===== src/rtl/load_store_unit.sv =====
// Load/store unit: sizes, aligns and sign-extends loads, read-modify-writes sub-word stores.
// Latency: error 1 cycle, load/word store 2, sub-word store 3; one request in flight, req_ready only when idle.
module load_store_unit #(
  parameter int ADDR_W = 15
) (
  input  logic              clk,
  input  logic              reset,
  input  logic              req_valid,
  output logic              req_ready,
  input  logic              req_write,
  input  logic [1:0]        req_size,
  input  logic              req_signed,
  input  logic [ADDR_W+1:0] req_addr,
  input  logic [31:0]       req_wdata,
  output logic              resp_valid,
  input  logic              resp_ready,
  output logic [31:0]       resp_rdata,
  output logic              resp_error,
  output logic [ADDR_W-1:0] mem_address,
  output logic              mem_write_en,
  output logic [31:0]       mem_write_data,
  input  logic [31:0]       mem_read_data
);

  typedef enum logic [1:0] {IDLE, READ, WRITE, RESP} state_t;

  state_t            state_q, state_d;
  logic              write_q, write_d;
  logic [1:0]        size_q, size_d;
  logic              signed_q, signed_d;
  logic [1:0]        addr_lo_q, addr_lo_d;
  logic [15:0]       wdata_q, wdata_d;
  logic [ADDR_W-1:0] mem_address_q, mem_address_d;
  logic [31:0]       mem_write_data_q, mem_write_data_d;
  logic [31:0]       resp_rdata_q, resp_rdata_d;
  logic              resp_error_q, resp_error_d;

  logic              req_err;
  logic [4:0]        byte_sh;
  logic [4:0]        half_sh;
  logic [31:0]       rd_shifted;
  logic [31:0]       merged;
  logic [31:0]       load_val;

  always_comb begin
    req_err = (req_size == 2'b11)
           || (req_size == 2'b01 && req_addr[0])
           || (req_size == 2'b10 && req_addr[1:0] != 2'b00);

    byte_sh    = {addr_lo_q, 3'b000};
    half_sh    = {addr_lo_q[1], 4'b0000};
    rd_shifted = mem_read_data >> byte_sh;

    // Read-modify-write: only the addressed lanes take store data.
    merged = mem_read_data;
    if (size_q == 2'b00) merged[byte_sh +: 8] = wdata_q[7:0];
    else                 merged[half_sh +: 16] = wdata_q;

    case (size_q)
      2'b00:   load_val = {{24{signed_q & rd_shifted[7]}}, rd_shifted[7:0]};
      2'b01:   load_val = {{16{signed_q & rd_shifted[15]}}, rd_shifted[15:0]};
      default: load_val = mem_read_data;
    endcase
  end

  always_comb begin
    state_d          = state_q;
    write_d          = write_q;
    size_d           = size_q;
    signed_d         = signed_q;
    addr_lo_d        = addr_lo_q;
    wdata_d          = wdata_q;
    mem_address_d    = mem_address_q;
    mem_write_data_d = mem_write_data_q;
    resp_rdata_d     = resp_rdata_q;
    resp_error_d     = resp_error_q;

    case (state_q)
      IDLE: begin
        if (req_valid) begin
          write_d   = req_write;
          size_d    = req_size;
          signed_d  = req_signed;
          addr_lo_d = req_addr[1:0];
          wdata_d   = req_wdata[15:0];
          if (req_err) begin
            resp_rdata_d = 32'h0;
            resp_error_d = 1'b1;
            state_d      = RESP;
          end else if (req_write && req_size == 2'b10) begin
            mem_address_d    = req_addr[ADDR_W+1:2];
            mem_write_data_d = req_wdata;
            state_d          = WRITE;
          end else begin
            mem_address_d = req_addr[ADDR_W+1:2];
            state_d       = READ;
          end
        end
      end
      READ: begin
        if (write_q) begin
          mem_write_data_d = merged;
          state_d          = WRITE;
        end else begin
          resp_rdata_d = load_val;
          resp_error_d = 1'b0;
          state_d      = RESP;
        end
      end
      WRITE: begin
        resp_rdata_d = 32'h0;
        resp_error_d = 1'b0;
        state_d      = RESP;
      end
      RESP: begin
        if (resp_ready) state_d = IDLE;
      end
      default: state_d = IDLE;
    endcase
  end

  always_ff @(posedge clk) begin
    if (reset) begin
      state_q          <= IDLE;
      write_q          <= 1'b0;
      size_q           <= 2'b00;
      signed_q         <= 1'b0;
      addr_lo_q        <= 2'b00;
      wdata_q          <= 16'h0;
      mem_address_q    <= '0;
      mem_write_data_q <= 32'h0;
      resp_rdata_q     <= 32'h0;
      resp_error_q     <= 1'b0;
    end else begin
      state_q          <= state_d;
      write_q          <= write_d;
      size_q           <= size_d;
      signed_q         <= signed_d;
      addr_lo_q        <= addr_lo_d;
      wdata_q          <= wdata_d;
      mem_address_q    <= mem_address_d;
      mem_write_data_q <= mem_write_data_d;
      resp_rdata_q     <= resp_rdata_d;
      resp_error_q     <= resp_error_d;
    end
  end

  assign req_ready      = (state_q == IDLE);
  assign resp_valid     = (state_q == RESP);
  assign resp_rdata     = resp_rdata_q;
  assign resp_error     = resp_error_q;
  assign mem_address    = mem_address_q;
  assign mem_write_en   = (state_q == WRITE);
  assign mem_write_data = mem_write_data_q;

endmodule


===== config.mk =====
export PLATFORM = sky130hd
export DESIGN_NAME = load_store_unit
export DESIGN_NICKNAME = d
export VERILOG_FILES = /design/src/rtl/load_store_unit.sv
export SDC_FILE = /design/constraint.sdc
export NUM_CORES = 1
export LEC_CHECK = 0
export CORE_MARGIN = 3
export CORE_UTILIZATION = 30
export CTS_CLUSTER_SIZE = 10
export DETAILED_ROUTE_END_ITERATION = 8
export DONT_BUFFER_PORTS = 1
export GPL_TIMING_DRIVEN = 0
export SYNTH_ARGS = -nofsm -noshare
export SYNTH_HDL_FRONTEND = slang
export SYNTH_SLANG_ARGS = --single-unit

===== constraint.sdc =====
create_clock -name clk -period 4.8 [get_ports clk]
set_clock_uncertainty 0.1 [all_clocks]
set_input_delay 0.48 -clock clk [delete_from_list [all_inputs] [get_ports clk]]
set_output_delay 0.48 -clock clk [all_outputs]
set_load 0.005 [all_outputs]

**Yosys cells after proc, flatten, opt, wreduce, memory -nomap -nowiden**

Cells that the tools add are included.

- Register bits: 104
- Output and inout port bits: 83
- Bits of input ports: 89

- Equality and inequality tests: 14
- Bitwise gates (word level): 3
- Add/subtract/negate cells: 2
- Reduce and logical (&&, ||, !) cells: 15
- Shift-type cells: 5
- Multiplexer cells: 23

Operator list:

| cell | count |
|---|---|
| $mux 32 | 8 |
| $pmux 32 s2 | 2 |
| $pmux 32 s3 | 1 |
| $bwmux 32 | 2 |
| $shift 16x7->32 const A | 1 |
| $shift 8x7->32 const A | 1 |
| $shiftx 16x7->32 | 1 |
| $shiftx 8x7->32 | 1 |
| $shr 32x5->16 | 1 |
| $neg 5->7 | 2 |
| $eq 2x2->1 const B | 4 |
| $mux 2 | 4 |
| $ne 2x2->1 const B | 4 |
| $pmux 2 s4 | 1 |
| $eq 2x1->1 const B | 3 |
| $ne 2x1->1 const B | 3 |
| $reduce_and 5->1 | 1 |
| $logic_not 2->1 | 2 |
| $mux 1 | 4 |
| $reduce_and 2->1 | 2 |
| $reduce_and 4->1 | 1 |
| $reduce_bool 2->1 | 2 |
| $logic_and 1x1->1 | 3 |
| $pmux 1 s3 | 1 |
| 5 further kinds | 7 |

**Depth between registers and ports, before layout**

Gate-level depths: netlist (run 1).

- Depth in word-level cells: 7
- Gate-level depth with buffers: 9
- Gate-level depth less buffers: 6

**Worst setup path before layout (run 1)**

Ideal clock, no wire load.

- Kind: reg2reg
- Start point: reg addr_lo_q[1]
- End point: reg mem_write_data_q[2], in the netlist mem_write_data[2]
- Data arrival time: 2.045 ns
- Clock period less this slack: 2.233 ns
- Required time: 4.612 ns
- Cell stages (with the launch flop): 9
- Buffers on the path: 2
- Path slack: 2.567 ns
- Cell sequence: dfxtp_1 buf_4 clkinv_1 ha_1 nor4bb_1 clkbuf_1 a221o_1 nand3_1 a311oi_2

- Longest elaborated chain between the ends: 6

Ends and longest elaborated chain:

| element | line | text |
|---|---|---|
| start: declaration | 31 | `logic [1:0] addr_lo_q, addr_lo_d;` |
| start signal: assignment | 139 | `addr_lo_q <= addr_lo_d;` |
| $neg 5->7 (on tied branches) | 57, 56 |  |
| $shiftx 16x7->32, or another cell as far along | 57 | `else merged[half_sh +: 16] = wdata_q;` |
| $bwmux 32 (on tied branches) | 57, 56 |  |
| $mux 32 * | 56 | `if (size_q == 2'b00) merged[byte_sh +: 8] = wdata_q[7:0];` |
| $mux 32 * | 101 | `if (write_q) begin` |
| $pmux 32 s2 * | 78 | `case (state_q)` |
| end signal: assignment | 142 | `mem_write_data_q <= mem_write_data_d;` |
| end: declaration | 34 | `logic [31:0] mem_write_data_q, mem_write_data_d;` |

Every way passes the cells marked *; elsewhere a longest branch is shown, timed or not. The select of a mux whose other input is x is not followed.
A chain may end at the register's enable or synchronous reset.

**Worst setup path in the final report (run 1)**

- Start point: reg addr_lo_q[1]
- End point: reg mem_write_data_q[5], in the netlist mem_write_data[5]

The elaborated chain is that of the path after synthesis.

==> results_dict.tcl, run 1 <==
set metrics [dict create \
    syn_area_mm2 0.00587 \
    critical_path.max_fanout 11 \
    drv_slew 0 \
    vias 5412 \
    hp-class "in2reg" \
    hold_buffers 0 \
    critPathBufInv 3 \
    r2r_cells 8 \
    vias_per_cell 5.78 \
    avgSynthCellArea_um2 8.86 \
    async_flop_share_pct 0 \
    grt_pass1_wl_um 33000 \
    yosysTopAreaCellShare_pct 35.5 \
    clock_latency_ns 0.37 \
    tightestPinTransition_ns 0.750 \
    startpoint "addr_lo_q[1]" \
    place_area_mm2 0.00619 \
    routabilityCongestion 0.918 \
    p_leak_nw 2.26 \
    yosys_warnings 0 \
    status "completed" \
    layout.nets 772 \
    multi_input_area_mm2 0.00338 \
    drt_first_pass_iters 5 \
    route.final.wire_length_um 22000 \
    cp_cell_sequence "buf_4 > clkinv_1 > ha_1 > nor4bb_1 > clkbuf_1 > a221o_1 > nand3_1 > a311oi_2" \
    fmax_mhz 339 \
    finalHoldViolCount 0 \
    crit-reg2reg-launch "addr_lo_q[1]" \
    core_area_mm2 0.0190 \
    die_area_mm2 0.0213 \
    ff2ff_setup_slack_ns 1.85 \
    slowest_stage "ha_1" \
    yosys.area_share.xor_xnor_pct 0 \
    grt_setup_unrepaired "false" \
    initial_core_util_pct 30.9 \
    cts_setup_buffers 0 \
    final_area_mm2 0.00647 \
    synth_top_area_cell "dfxtp_1" \
    synth_cell_types 61 \
    clk_path_buf_depth 2 \
    grt_pass1_vias 5173 \
    post-place-ws_ns 1.99 \
    yosys_most_used_dff "dfxtp_1" \
    synth_edf_count 0 \
    cts_buffers 9 \
    drt_iter0_markers 439 \
    grt_use_total_pct 20.1 \
    p_per_area_mw_per_mm2 558 \
    regArea_mm2 0.00208 \
    ant_nets 0 \
    cp-end-kind "flop" \
    cts_tree "built" \
    dp_hpwl_um 16900 \
    cts_root_buffer "clkbuf_16" \
    synth_simple_gate_area_share_pct 15.8 \
    routedWlPerCell_um 23.5 \
    antenna_found_initial 0 \
    fin_crit_ns 2.95 \
    cp_num_cells 8 \
    cp.required_ns 4.97 \
    setup_viol 0 \
    crit_end "mem_write_data[5]" \
    synthCells 662 \
    ios 172 \
    tns_ns 0 \
    r2r_end "mem_write_data[5]" \
    ir_drop_mv 0.243 \
    period_share_pct 61.5 \
    row_count 50 \
    syn_to_final_growth_pct 10.4 \
    maxSlewHeadroom_pct 50.0 \
    maxCapViolations 0 \
    htreeDepth 3 \
    drc 0 \
    path_delay_family "buffers and inverters" \
    ys_ff_latch 104 \
    fp.dieW_um 146 \
    yosysMostFrequentCell "nand2_1" \
    antenna_cells 0 \
    die_h_um 146 \
    arrival_ns 3.12 \
    port_buffers 0 \
    synthTopCellsByArea "dfxtp_1 (35%), mux2i_1 (9.4%), nand2_1 (8.1%)" \
    slowest_delay_ns 0.43 \
    fillers 1965 \
    crit_type "reg2reg" \
    clock-sinks 104 \
    clkTransAtPathRegs_ns 0.08 \
    synth.area.mux_share_pct 10.2 \
    synth_top_family_by_area "compound AO/OA/AOI/OAI gates" \
    cts_resized 0 \
    synth_common_cells "nand2_1 (126), dfxtp_1 (104), a21oi_1 (61)" \
    drive_above_1_share_pct 9.76 \
    yosysSeqAreaShare_pct 35.5 \
    startpoint_type "flop" \
    yosys.area_share.adder_pct 2.13 \
    layout_setup_ws_ns 1.85 \
    synth-compound-area-share_pct 29.5 \
    synth_nets 761 \
    overflow 0 \
    grt_max_degree 17 \
]
[power breakdown]
group | internal [mW] | switching [mW]
sequential | 1.07 | 0.214
clock | 0.400 | 0.349
combinational | 0.618 | 0.963
total | 2.09 | 1.53
[sequential cells by signal, summed over array words and instances (netlist names)]
register,flops
resp_rdata,32
wdata_q,16
signed_q,1
mem_write_data,32
state_q,2
write_q,1
size_q,2
addr_lo_q,2
resp_error,1
mem_address,15
[worst reg2reg max path: stages, from the launching register on]
cell and delay [ns]:
dfxtp_1 0.38, buf_4 0.20, clkinv_1 0.28, ha_1 0.44, nor4bb_1 0.42, clkbuf_1 0.39, a221o_1 0.22, nand3_1 0.15
a311oi_2 0.29
[layout by cell type (no fill, tap or decap), drive strengths merged, types with 6 or more instances in the layout]
cell and n:
a2bb2oi 6, o21bai 8, a32o 41, o22ai 8, nand2 126, nor3 7
clkbuf 35, nor2 29, mux2i 55, inv 15, ha 10, nor2b 10
o211ai 9, o2bb2ai 8, nand3 17, a221o 41, dfxtp 104, a311oi 9
a21oi 63, buf 33
[layout make-up]
| cell class | count | area share, % |
|---|---|---|
| inverter | 16 | 0.928 |
| clock inverter | 5 | 0.908 |
| tap | 260 | 5.02 |
| multi-input combinational | 483 | 52.2 |
| buffer | 59 | 5.29 |
| sequential | 104 | 32.2 |
| clock buffer | 9 | 3.48 |
[how the worst min path moves through the flow]
| stage | endpoint | startpoint | depth (start not counted) | slack (ns) |
|---|---|---|---|---|
| 2_1_floorplan | wdata_q[10] | wdata_q[10] | 2 | 0.35 |
| 3_3_place_gp | wdata_q[13] | wdata_q[13] | 2 | 0.36 |
| 3_5_place_dp | wdata_q[13] | wdata_q[13] | 2 | 0.36 |
| 4_1_cts | wdata_q[14] | req_wdata[14] | 2 | 0.13 |
| 5_1_grt | wdata_q[10] | req_wdata[10] | 2 | 0.14 |
| 6_report | wdata_q[14] | req_wdata[14] | 2 | 0.14 |
[metal layers]
layer  GRT usage (%)  up-vias  part of all wire, %
met2            30.8      250                   45
met4            4.70        0                  1.7
met3            8.56       24                   12
met1            26.3     2638                   42
met5               0        -                    0
li1                -     2500                    -
[logic make-up after synthesis]
kind of cell	after synthesis
AO/OA/AOI/OAI	207
adder cells (fa/ha/maj)	10
buffers and inverters	75
flip-flops	104
multiplexers	58
AND/OR/NAND/NOR	208
[through the flow]
step	instances	utilization, %	hold slack [ns]	total power, mW
after floorplan	662	-	0.348	2.43
after global placement	922	32.7	0.361	2.84
after detailed placement	922	32.7	0.362	2.86
after CTS	936	34.2	0.132	3.61
after global routing	936	34.2	0.137	3.82
final	936	34.2	0.142	3.61
Note: power is estimated with default switching activity, not from simulation.
==> inputs of run 2 (changes only) <==
Clock period 4.8 ns to 2.6 ns, I/O delays scaled along.
==> run 2 against run 1 <==
Clock-buffer cell count unchanged. Sequential share of layout area decreased by 1.9 points. Routed wire length increased by 2.9%. Design area increased by 6.2%. Fmax increased by 18%. Setup slack got worse by 1.7 ns. Sequential cell count unchanged. Cell count increased by 4.1%. First-iteration DRC count increased by 8.7%. Sequential power increased by 85%. Clock power increased by 86%. Critical path depth unchanged. Critical endpoint is now mem_write_data[0]. Largest cell class unchanged. Largest power group unchanged. Highest routed layer unchanged.
==> results_dict.tcl, run 2 (same netlist as run 1, synthesis figures left out) <==
set metrics [dict create \
    status "completed" \
    maxSlewHeadroom_pct 50.7 \
    cts_tree "built" \
    drive_above_1_share_pct 9.66 \
    slowest_stage "ha_1" \
    combinationalPowerShare_pct 44.3 \
    vias_per_cell 5.71 \
    ant_nets 0 \
    maxCapViolations 0 \
    swShare_pct 42.2 \
    cp.required_ns 2.77 \
    clkPwrFrac_pct 20.6 \
    cp_cell_sequence "buf_4 > clkinv_2 > ha_1 > nor4bb_2 > buf_4 > a221o_1 > nand3_1 > a311oi_2" \
    startpoint_type "flop" \
    drc 0 \
    clkTransAtPathRegs_ns 0.08 \
    finalHoldViolCount 0 \
    vias 5566 \
    tightestPinTransition_ns 0.739 \
    period_share_pct 95.9 \
    setup_viol 0 \
    syn_to_final_growth_pct 17.2 \
    drt_iter0_markers 477 \
    p_per_area_mw_per_mm2 983 \
    route.final.wire_length_um 22700 \
    overflow 0 \
    hp-class "in2reg" \
    cts_setup_buffers 0 \
    drt_first_pass_iters 5 \
    grt_use_total_pct 20.6 \
    antenna_found_initial 0 \
    cp_common_cell "buf_4" \
    fin_crit_ns 2.49 \
    ios 172 \
    timing.hold.ws_ns 0.0301 \
    cts_root_buffer "clkbuf_16" \
    critical_path.max_fanout 11 \
    fp.dieW_um 146 \
    core_area_mm2 0.0190 \
    grt_max_degree 17 \
    layout.nets 810 \
    total_power_mw 6.76 \
    dp_hpwl_um 16900 \
    grt_pass1_wl_um 34100 \
    p_leak_nw 2.42 \
    fmax_mhz 401 \
    die_area_mm2 0.0213 \
    power.net_switching_mw 2.85 \
    grt_pass1_vias 5383 \
    slowest_delay_ns 0.40 \
    clock-sinks 104 \
    ir_drop_mv 0.450 \
    clock_latency_ns 0.37 \
    final_cell_mix "nand2_1 (126), dfxtp_1 (104), a21oi_1 (61)" \
    routedWlPerCell_um 23.3 \
    grt_setup_unrepaired "false" \
    htreeDepth 3 \
    initial_core_util_pct 30.9 \
    row_count 50 \
    cts_buffers 9 \
    cp-end-kind "flop" \
    routabilityCongestion 0.918 \
    seqPwrFrac_pct 35.1 \
    crit_type "reg2reg" \
    port_buffers 0 \
    drv_slew 0 \
    clk_path_buf_depth 2 \
    die_h_um 146 \
    final_common_cell "nand2_1" \
    p_int_mw 3.91 \
    final_util_pct 36.3 \
    antenna_cells 0 \
    arrival_ns 2.67 \
]
-- run 2: what timing repair did --
| item | 4_1_cts | 5_1_grt |
|---|---|---|
| gates resized for setup | 2 | 5 |
| hold buffers | 38 | 0 |
| setup endpoints to repair | 8 | 11 |
| hold endpoints to repair | 38 | 0 |
-- run 2: per-stage QoR --
stage / std cells / instance area (um^2) / TNS [ns] / setup WS [ns]
after global routing: 974 / 6880 / 0 / 0.00325
after CTS: 974 / 6860 / 0 / 0.0439
after floorplan: 662 / 5870 / 0 / 0.367
final: 974 / 6880 / 0 / 0.105
after global placement: 922 / 6190 / -1.55 / -0.220
after detailed placement: 922 / 6190 / -1.45 / -0.210
-- run 2: power groups by stage --
stage                     registers (mW)  clock network, mW  logic [mW]
after CTS                           2.37               1.40        2.94
after global placement              2.40                  0        2.85
final                               2.37               1.39        3.00
after detailed placement            2.41                  0        2.87
after global routing                2.42               1.46        3.25
after floorplan                     2.24                  0        2.24
-- run 2: final timing paths --
path | start | endpoint | slack (ns) | depth (start not counted)
hold reg to reg | wdata_q[12] | wdata_q[12] | 0.37 | 2
setup reg to reg | addr_lo_q[1] | mem_write_data[0] | 0.11 | 8
setup / recovery | addr_lo_q[1] | mem_write_data[0] | 0.11 | 8
hold / removal | mem_read_data[1] | resp_rdata[1] | 0.03 | 2
-- run 2: critical path, delay by kind of cell, from the launching register on --
family	cells	cell delay [ns]
AO/OA/AOI/OAI	2	0.44
adder cells (fa/ha/maj)	1	0.40
buffers and inverters	3	0.59
flip-flops	1	0.38
AND/OR/NAND/NOR	2	0.48
-- run 2: area by class of cell --
class                      count  area [um^2]
buffer                        59          347
fill                        1944        12100
sequential                   104         2080
multi-input combinational    483         3400
inverter                      16         61.3
timing repair buffer          38          380
clock inverter                 5         58.8
tap                          260          325
clock buffer                   9          225
-- run 2: metal layers --
layer | track usage [%] | up-vias | wire [um]
li1 | - | 2578 | -
met1 | 27.1 | 2714 | 9420
met2 | 32.1 | 249 | 10300
met3 | 8.25 | 25 | 2560
met4 | 4.56 | 0 | 391
met5 | 0 | - | 0
